==> config.mk <==
export PLATFORM = sky130hd
export DESIGN_NAME = mem_access_fsm
export DESIGN_NICKNAME = d
export VERILOG_FILES = /design/src/rtl/mem_access_fsm_pkg.sv /design/src/rtl/mem_access_fsm_load_extend.sv /design/src/rtl/mem_access_fsm.sv
export SDC_FILE = /design/constraint.sdc
export NUM_CORES = 1
export LEC_CHECK = 0
export CORE_ASPECT_RATIO = 0.9
export CORE_MARGIN = 1
export CORE_UTILIZATION = 50
export CTS_CLUSTER_SIZE = 24
export DETAILED_ROUTE_END_ITERATION = 10
export PLACE_DENSITY_LB_ADDON = 0.3
export SLEW_MARGIN = 20
export SYNTH_ARGS = -nofsm -noshare
export SYNTH_HDL_FRONTEND = slang
export SYNTH_SLANG_ARGS = --single-unit
==> constraint.sdc <==
create_clock -name clk -period 3.5 [get_ports clk]
set_clock_uncertainty 0.05 [all_clocks]
set_input_delay 0.35 -clock clk [delete_from_list [all_inputs] [get_ports clk]]
set_output_delay 0.35 -clock clk [all_outputs]
set_load 0.01 [all_outputs]
==> src/rtl/mem_access_fsm_pkg.sv <==
// Shared encodings for the load/store memory access sequencer and its helpers.
package mem_access_fsm_pkg;

    localparam logic [1:0]  SZ_B     = 2'b00;
    localparam logic [1:0]  SZ_H     = 2'b01;
    localparam logic [1:0]  SZ_W     = 2'b10;
    localparam logic [31:0] ZeroWord = 32'h0000_0000;

    typedef enum logic [2:0] {
        IDLE    = 3'd0,
        ST_BEAT = 3'd1,
        RD_ADDR = 3'd2,
        RD_WAIT = 3'd3,
        RD_CAP  = 3'd4,
        FIN     = 3'd5
    } state_e;

    // Size code 11 is an alias for a word access.
    function automatic logic [2:0] size_bytes(input logic [1:0] size);
        case (size)
            SZ_B:    return 3'd1;
            SZ_H:    return 3'd2;
            default: return 3'd4;
        endcase
    endfunction

endpackage

==> src/rtl/mem_access_fsm_load_extend.sv <==
// Keeps the low 1/2/4 bytes of a little-endian word and sign- or zero-extends them.
module load_extend
    import mem_access_fsm_pkg::*;
(
    input  logic [31:0] data_i,
    input  logic [1:0]  size_i,
    input  logic        unsigned_i,
    output logic [31:0] data_o
);

    always_comb begin
        data_o = data_i;
        case (size_i)
            SZ_B:    data_o = {{24{~unsigned_i & data_i[7]}},  data_i[7:0]};
            SZ_H:    data_o = {{16{~unsigned_i & data_i[15]}}, data_i[15:0]};
            default: data_o = data_i;
        endcase
    end

endmodule

==> src/rtl/mem_access_fsm.sv <==
// Multi-beat load/store sequencer: splits a byte/half/word access into bus-width
// beats, waits a fixed read latency per load beat and extends the load result.
module mem_access_fsm
    import mem_access_fsm_pkg::*;
#(
    parameter int BUS_BYTES = 1,
    parameter int RD_LAT    = 2
) (
    input  logic                   clk,
    input  logic                   rst,
    input  logic                   req_i,
    input  logic                   we_i,
    input  logic [1:0]             size_i,
    input  logic                   unsigned_i,
    input  logic [31:0]            addr_i,
    input  logic [31:0]            wdata_i,
    input  logic                   flush_i,
    input  logic [8*BUS_BYTES-1:0] mem_rdata_i,
    output logic                   busy_o,
    output logic                   done_o,
    output logic [31:0]            rdata_o,
    output logic [31:0]            mem_addr_o,
    output logic                   mem_we_o,
    output logic [8*BUS_BYTES-1:0] mem_wdata_o
);

    localparam int BB_SHIFT = $clog2(BUS_BYTES);

    state_e      state_q, state_d;
    logic [2:0]  beat_q, beat_d;
    logic [2:0]  lat_q, lat_d;
    logic [31:0] addr_q, addr_d;
    logic [31:0] wdata_q, wdata_d;
    logic [1:0]  size_q, size_d;
    logic        uns_q, uns_d;
    logic [31:0] cap_q, cap_d;
    logic [31:0] rdata_q, rdata_d;
    logic [31:0] ext_data;
    logic [2:0]  nbytes;
    logic [2:0]  last_beat;
    logic        in_beat;
    logic [3:0]  lane_idx [BUS_BYTES];

    assign nbytes    = size_bytes(size_q);
    assign last_beat = ((nbytes + 3'(BUS_BYTES - 1)) >> BB_SHIFT) - 3'd1;

    // Byte position within the access that bus lane j carries in the current beat.
    for (genvar j = 0; j < BUS_BYTES; j++) begin : g_lane
        assign lane_idx[j] = 4'({1'b0, beat_q} << BB_SHIFT) + 4'(j);
    end

    assign in_beat    = (state_q == ST_BEAT) || (state_q == RD_ADDR) ||
                        (state_q == RD_WAIT) || (state_q == RD_CAP);
    assign mem_addr_o = in_beat ? addr_q + (32'(beat_q) << BB_SHIFT) : ZeroWord;
    assign mem_we_o   = (state_q == ST_BEAT);
    assign busy_o     = (state_q != IDLE);
    assign done_o     = (state_q == FIN);
    assign rdata_o    = rdata_q;

    always_comb begin
        mem_wdata_o = '0;
        if (state_q == ST_BEAT) begin
            for (int j = 0; j < BUS_BYTES; j++) begin
                if (lane_idx[j] < {1'b0, nbytes}) begin
                    mem_wdata_o[8*j +: 8] = wdata_q[{lane_idx[j][1:0], 3'b000} +: 8];
                end
            end
        end
    end

    // Lanes that land past byte 3 of the word have nowhere to go and are dropped.
    always_comb begin
        cap_d = cap_q;
        if (state_q == RD_CAP && !flush_i) begin
            for (int j = 0; j < BUS_BYTES; j++) begin
                if (lane_idx[j] < 4'd4) begin
                    cap_d[{lane_idx[j][1:0], 3'b000} +: 8] = mem_rdata_i[8*j +: 8];
                end
            end
        end
    end

    load_extend u_load_extend (
        .data_i     (cap_d),
        .size_i     (size_q),
        .unsigned_i (uns_q),
        .data_o     (ext_data)
    );

    always_comb begin
        state_d = state_q;
        beat_d  = beat_q;
        lat_d   = lat_q;
        addr_d  = addr_q;
        wdata_d = wdata_q;
        size_d  = size_q;
        uns_d   = uns_q;
        rdata_d = rdata_q;
        if (flush_i && state_q != IDLE) begin
            state_d = IDLE;
            beat_d  = 3'd0;
            lat_d   = 3'd0;
        end else begin
            case (state_q)
                IDLE: begin
                    if (req_i && !flush_i) begin
                        addr_d  = addr_i;
                        wdata_d = wdata_i;
                        size_d  = size_i;
                        uns_d   = unsigned_i;
                        beat_d  = 3'd0;
                        lat_d   = 3'd0;
                        state_d = we_i ? ST_BEAT : RD_ADDR;
                    end
                end
                ST_BEAT: begin
                    if (beat_q == last_beat) state_d = FIN;
                    else                     beat_d  = beat_q + 3'd1;
                end
                RD_ADDR: begin
                    if (RD_LAT == 1) begin
                        state_d = RD_CAP;
                    end else begin
                        state_d = RD_WAIT;
                        lat_d   = 3'd1;
                    end
                end
                RD_WAIT: begin
                    if (lat_q == 3'(RD_LAT - 1)) state_d = RD_CAP;
                    else                         lat_d   = lat_q + 3'd1;
                end
                RD_CAP: begin
                    lat_d = 3'd0;
                    if (beat_q == last_beat) begin
                        state_d = FIN;
                        rdata_d = ext_data;
                    end else begin
                        beat_d  = beat_q + 3'd1;
                        state_d = RD_ADDR;
                    end
                end
                FIN: begin
                    state_d = IDLE;
                    beat_d  = 3'd0;
                    lat_d   = 3'd0;
                end
                default: state_d = IDLE;
            endcase
        end
    end

    always_ff @(posedge clk) begin
        if (rst) begin
            state_q <= IDLE;
            beat_q  <= 3'd0;
            lat_q   <= 3'd0;
            addr_q  <= ZeroWord;
            wdata_q <= ZeroWord;
            size_q  <= SZ_B;
            uns_q   <= 1'b0;
            cap_q   <= ZeroWord;
            rdata_q <= ZeroWord;
        end else begin
            state_q <= state_d;
            beat_q  <= beat_d;
            lat_q   <= lat_d;
            addr_q  <= addr_d;
            wdata_q <= wdata_d;
            size_q  <= size_d;
            uns_q   <= uns_d;
            cap_q   <= cap_d;
            rdata_q <= rdata_d;
        end
    end

endmodule

* Word level (Yosys, flattened, before mapping)
Cells that the tools add are included.
** Storage, ports and cells
- Register bits :: 140
- Bits in latches :: 0
- Bits in writable memories :: 0
- Bits in read-only memories :: 0
- Bits of input ports :: 80
- Output and inout port bits :: 75
- Logic and storage cells :: 75
- Memories :: 0
** Cells by class
- Add/sub/neg operators :: 5
- Multipliers :: 0
- Div/mod/pow operators :: 0
- Order comparisons :: 2
- Equality and inequality tests :: 13
- Shift-type cells :: 3
- Mux-type cells :: 19
- Bitwise gates (word level) :: 4
- Reduce and logical (&&, ||, !) cells :: 20
** Operators by type and width (number)
- $mux W32 :: 3
- $pmux W32 S2 :: 1
- $add A32 B3 Y32 :: 1
- $bwmux W32 :: 1
- $shift A8 B7 Y32 const A :: 1
- $shiftx A32 B6 Y8 :: 1
- $shiftx A8 B7 Y32 :: 1
- $mux W3 :: 7
- $mux W8 :: 2
- $pmux W3 S5 :: 1
- $reduce_and A3 Y1 :: 5
- $pmux W3 S4 :: 1
- $pmux W3 S3 :: 1
- $neg A5 Y7 :: 1
- $add A3 B1 Y3 const B :: 2
- $eq A3 B1 Y1 const B :: 2
- $eq A3 B2 Y1 const B :: 2
- $eq A3 B3 Y1 const B :: 2
- $ne A2 B2 Y1 const B :: 3
- $pmux W3 S2 :: 1
- $reduce_bool A3 Y1 :: 2
- $reduce_or A2 Y1 :: 3
- $ne A2 B1 Y1 const B :: 2
- $reduce_bool A4 Y1 :: 1
- other kinds (13) :: 19

* Logic depth before layout (Yosys ltp)
- Word-level depth :: 7
- Mapped depth :: 10
- Gate-level depth less buffers :: 8

* Cells and area by module
Synthesis repeated with hierarchy kept, for this count alone.
** Second synthesis, totals
- Cell total of the unflattened synthesis :: 932
- Area, all modules :: 7055.5 um2
** Modules (own cells, without submodules)
- mem_access_fsm :: instances 1, cells an instance 865, area an instance 6700.2 um2, sequential area each 2802.7 um2
- load_extend :: instances 1, cells an instance 67, area an instance 355.3 um2, sequential area each 0.0 um2

* Least setup slack after synthesis
Ideal clock, no wire load.
- Path kind :: flip-flop to flip-flop
- Start :: reg size_q[1]
- End :: reg rdata_q[12], in the netlist rdata_o[12]
- Setup time :: 0.132 ns
- Arrival time :: 2.617 ns
- Required time :: 3.318 ns
- Path slack :: 0.701 ns
- Cell stages (with the launch flop) :: 11
- Path buffers :: 2
- Period minus slack after synthesis :: 2.799 ns
- Cells stage by stage :: dfxtp_1 or2_2 clkbuf_1 inv_1 ha_1 or3_1 nor4_4 or3b_1 buf_4 a21oi_1 nor3_1
** Between the ends
- Longest elaborated chain between the ends :: 5
- Elaborated cells between the ends (all ways) :: 7
- Classes of those cells :: 1 x add/sub; 2 x eq/ne; 2 x mux; 2 x reduce/logical
** Ends and longest elaborated chain
- start: declaration :: RTL line mem_access_fsm.sv:34 : logic [1:0] size_q, size_d;
- start signal: assignment :: RTL line mem_access_fsm.sv:169 : size_q <= size_d;
- $eq A2 B1 Y1 / $logic_not A2 Y1 (equally long branches) :: RTL line mem_access_fsm_pkg.sv:20, mem_access_fsm_load_extend.sv:13
- $pmux W3 S2 :: RTL line mem_access_fsm_pkg.sv:20 : case (size)
- $sub A3 B1 Y3 :: RTL line mem_access_fsm.sv:45 : assign last_beat = ((nbytes + 3'(BUS_BYTES - 1)) >> BB_SHIFT) - 3'd1;
- $eq A3 B3 Y1 :: RTL line mem_access_fsm.sv:134 : if (beat_q == last_beat) begin
- $reduce_and A3 Y1 (no source line)
- end signal: assignment :: RTL line mem_access_fsm.sv:162 : rdata_q <= ZeroWord;
- end signal: assignment :: RTL line mem_access_fsm.sv:172 : rdata_q <= rdata_d;
- end: declaration :: RTL line mem_access_fsm.sv:37 : logic [31:0] rdata_q, rdata_d;
Parallel ways exist; a longest one is shown, timed or not.
A chain may end at the register's enable or synchronous reset.

* Worst setup path in the final report
- Start :: reg beat_q[2]
- End :: out mem_addr_o[23]
** Between the ends
- Longest elaborated chain between the ends :: 2
** Ends and longest elaborated chain
- start: declaration :: RTL line mem_access_fsm.sv:30 : logic [2:0] beat_q, beat_d;
- start signal: assignment :: RTL line mem_access_fsm.sv:165 : beat_q <= beat_d;
- $add A32 B3 Y32 :: RTL line mem_access_fsm.sv:54 : assign mem_addr_o = in_beat ? addr_q + (32'(beat_q) << BB_SHIFT) : ZeroWord;
- $mux W32 :: RTL line mem_access_fsm.sv:54
- end: declaration :: RTL line mem_access_fsm.sv:22 : output logic [31:0] mem_addr_o,
No other way between the ends.

==> summary.md <==
| Metric | Value |
|---|---|
| Critical Path Max Stage Delay | 0.57 ns |
| Minimum clock period | 3.24 ns |
| Comb pwr share | 27.0% |
| Fin crit share | 92.6% |
| Area of the multi-input gates | 0.00359 mm2 |
| CTS resizes | 0 |
| Syn_area_per_cell | 8.06 um2 |
| CP Max Fanout | 15 |
| Ys async rst share | 0% |
| PortBufs | 154 |
| Int Power | 3.43 mW |
| Maximum vdd drop | 0.350 mV |
| Pwr dens | 574 mW/mm2 |
| Most frequent cell after synthesis | nand2_1 |
| CP max stage cell | clkdlybuf4s50_1 |
| Max-capacitance violation count | 0 |
| Clk slew on worst S/H paths | 0.06 ns |
| CTS Root Buffer Type | clkbuf_16 |
| R2r startpoint | size_q[1]$_SDFFE_PP0P_ |
| Sum Neg Setup Slack | 0 ns |
| WP data required | 3.10 ns |
| Relative slew slack | 50.2% |
| GRT Util Overall | 26.0% |
| Synth Register Bits | 140 |
| Mapped cell area | 0.00666 mm2 |
| RSZ-0062 raised after global routing | false |
| Min Hold Slack | 0.353 ns |
| Synth warnings | 0 |
| Post-synth top area share | 42.1% |
| Area contributors post-synth | dfxtp_1 42%, nand2_1 11%, a21oi_1 6.5% |
| TritonCTS clock tree | built |
| Final Hold Fails | 0 |
| Cells after synthesis | 827 |
| Initial antenna violation count | 0 |
| Worst-Skew Late Latency | 0.42 ns |
| Die height | 112 um |
| GP Congestion | 0.875 |
| CTS H-tree depth | 4 |
| Worst R2R Path Depth | 9 |
| Final setup fails | 0 |
| Via Count | 6258 |
| Global-route wire length before repair | 28200 um |
| FF-to-FF setup slack | 0.62 ns |
| Hpwl dp | 11800 um |
| Largest net degree at the start of global routing | 73 |
| Clock sinks | 140 |
| Worst setup SP type | register |
| Num rows | 39 |
| Top FF cell, synth | dfxtp_1 |
| CTS max path bufs | 2 |
| Switching portion of total power | 32.8% |
| Share of layout cells above drive strength 1 | 7.42% |
| Clk pwr share | 35.4% |
| Antenna Nets Post-Route | 0 |
| Cell type with the largest total area after synthesis | dfxtp_1 |
| Crit-path cells | ha_1 -> and3_1 -> o211ai_1 -> buf_4 -> or3_1 -> a21oi_1 -> clkdlybuf4s50_1 |
| Area grow syn2layout | 33.4% |
| Hold Buf Count CTS | 0 |
| Sequential Power Share | 37.6% |
| Top cells by count, synth | 188 x nand2_1, 140 x dfxtp_1, 87 x a21oi_1 |
| Postcts setup bufs | 0 |
| Final wirelength | 17400 um |
| Vias in the first global route | 5789 |
| Die ar. | 0.0138 mm2 |
| CP Class | reg2out |
| Core ar. | 0.0128 mm2 |
| Post-DR vias/cell | 5.51 |
| Status | finished clean |
| Data arrival, critical path | 2.84 ns |
| GRT overflow | 0 |
| Detailed Route Iter0 Violations | 465 |
| Register area | 0.00280 mm2 |
| Drt wl/cell | 15.3 um |
| Drt drc | 0 |
| Number of nets in the layout | 1053 |
| Least-Margin Pin Slew | 0.747 ns |
| Hold depth | 2 |
| Synth unique cells | 53 |
| Number of flops mapped to enable cells by yosys | 0 |
| # diodes | 0 |
| Critical hold path startpoint | rst |
| Layout fillers | 1087 |
| First-pass detailed-route iteration total | 6 |
| Max Clk Rate | 309 MHz |
| Final-report max-slew violation count | 0 |
| Cts bufs inserted | 17 |
| Die width | 124 um |
| CP endpoint kind | output port |
| Sw Pwr | 1.68 mW |
| Static leakage | 3.07 nW |
| Post-synth net total | 922 |
| Reg2Reg Capture Point | rdata_o[26]$_SDFFE_PP0P_ |
| Fraction of the yosys area taken by sequential cells | 42.1% |
| Hold Path End | cap_q[26]$_SDFF_PP0_ |
| Worst Hold Class | in2reg |
| # IOs | 155 |
| Initial Util | 51.9% |
-- metrics by stage --
stage | instances | total power, mW | cell area [um2] | worst slack (ns) | utilization (%)
6_report | 1135 | 5.10 | 8880 | 0.260 | 69.2
5_1_grt | 1135 | 5.35 | 8880 | 0.0585 | 69.2
4_1_cts | 1135 | 5.12 | 8880 | 0.200 | 69.2
3_5_place_dp | 1103 | 3.31 | 8290 | 0.651 | 64.6
3_3_place_gp | 1103 | 3.29 | 8290 | 0.683 | 64.6
2_1_floorplan | 827 | 2.80 | 6660 | 0.701 | -
-- power by group through the flow --
stage / clock, mW / sequential (mW) / combinational (mW)
2_1_floorplan: 0 / 1.90 / 0.901
3_5_place_dp: 0 / 1.95 / 1.36
3_3_place_gp: 0 / 1.95 / 1.34
5_1_grt: 1.90 / 1.95 / 1.50
6_report: 1.81 / 1.92 / 1.38
4_1_cts: 1.83 / 1.92 / 1.37
-- final cells by class --
type / instances / area share, %
multi-input cells: 620 / 40.4
flip-flops and latches: 140 / 31.6
well taps: 164 / 2.31
inverters: 14 / 0.591
repair buffers: 165 / 18.4
clock buffers: 21 / 5.18
clock inverters: 11 / 1.52
-- registers in the layout, summed over array words and instances, names as in the netlist --
register	cells
size_q	2
rdata_o	32
wdata_q	32
state_q	3
beat_q	3
addr_q	32
lat_q	3
cap_q	32
uns_q	1
-- how the worst max path moves through the flow --
| stage | cells after the start | startpoint | to |
|---|---|---|---|
| 2_1_floorplan | 10 | size_q[1]$_SDFFE_PP0P_ | rdata_o[12]$_SDFFE_PP0P_ |
| 3_3_place_gp | 6 | beat_q[1]$_SDFFE_PP0P_ | mem_addr_o[14] |
| 3_5_place_dp | 9 | beat_q[0]$_SDFFE_PP0P_ | rdata_o[18]$_SDFFE_PP0P_ |
| 4_1_cts | 6 | beat_q[1]$_SDFFE_PP0P_ | mem_addr_o[14] |
| 5_1_grt | 7 | beat_q[2]$_SDFFE_PP0P_ | mem_addr_o[28] |
| 6_report | 7 | beat_q[2]$_SDFFE_PP0P_ | mem_addr_o[23] |
-- critical path: cells and delay by family (launching register included) --
kind            cells  cell delay, ns
flops               1            0.40
fa+ha+maj           1            0.39
buf+inv             2            0.76
simple gates        2            0.57
compound gates      2            0.29
-- placed cells by master (no fill, tap or decap), drive strengths merged, types with 2 or more instances in the layout --
cell and count:
a211oi 9, a21o 3, a21oi 94, a221o 16
and3 13, and4 7, buf 12, bufinv 2
clkbuf 21, clkdlybuf4s50 153, clkinv 3, clkinvlp 3
dfxtp 140, ha 14, inv 17, mux2i 4
mux4 8, nand2 188, nand2b 4, nand3 11
nand3b 3, nand4 8, nand4bb 2, nor2 67
nor2b 38, nor3 20, nor3b 5, nor4 6
nor4bb 2, o21ai 43, o2bb2ai 2, or2 5
or3 8, xnor2 16, xor2 10
-- kinds of logic after synthesis --
kind of cell             synth area share [%]
AND/OR/NAND/NOR                          28.0
AO/OA/AOI/OAI                            16.0
flip-flops                               42.1
buffers and inverters                    4.09
XOR/XNOR                                 3.42
adder cells (fa/ha/maj)                  2.93
multiplexers                             3.47
-- routing by layer --
layer / vias to the layer above / global-route usage [%] / wire length [um]
met5: - / 0 / 0
met4: 0 / 10.7 / 408
met3: 34 / 5.38 / 1010
met2: 203 / 40.9 / 8080
met1: 2924 / 34.5 / 7910
li1: 3097 / - / -
Note: power is estimated with default switching activity, not from simulation.
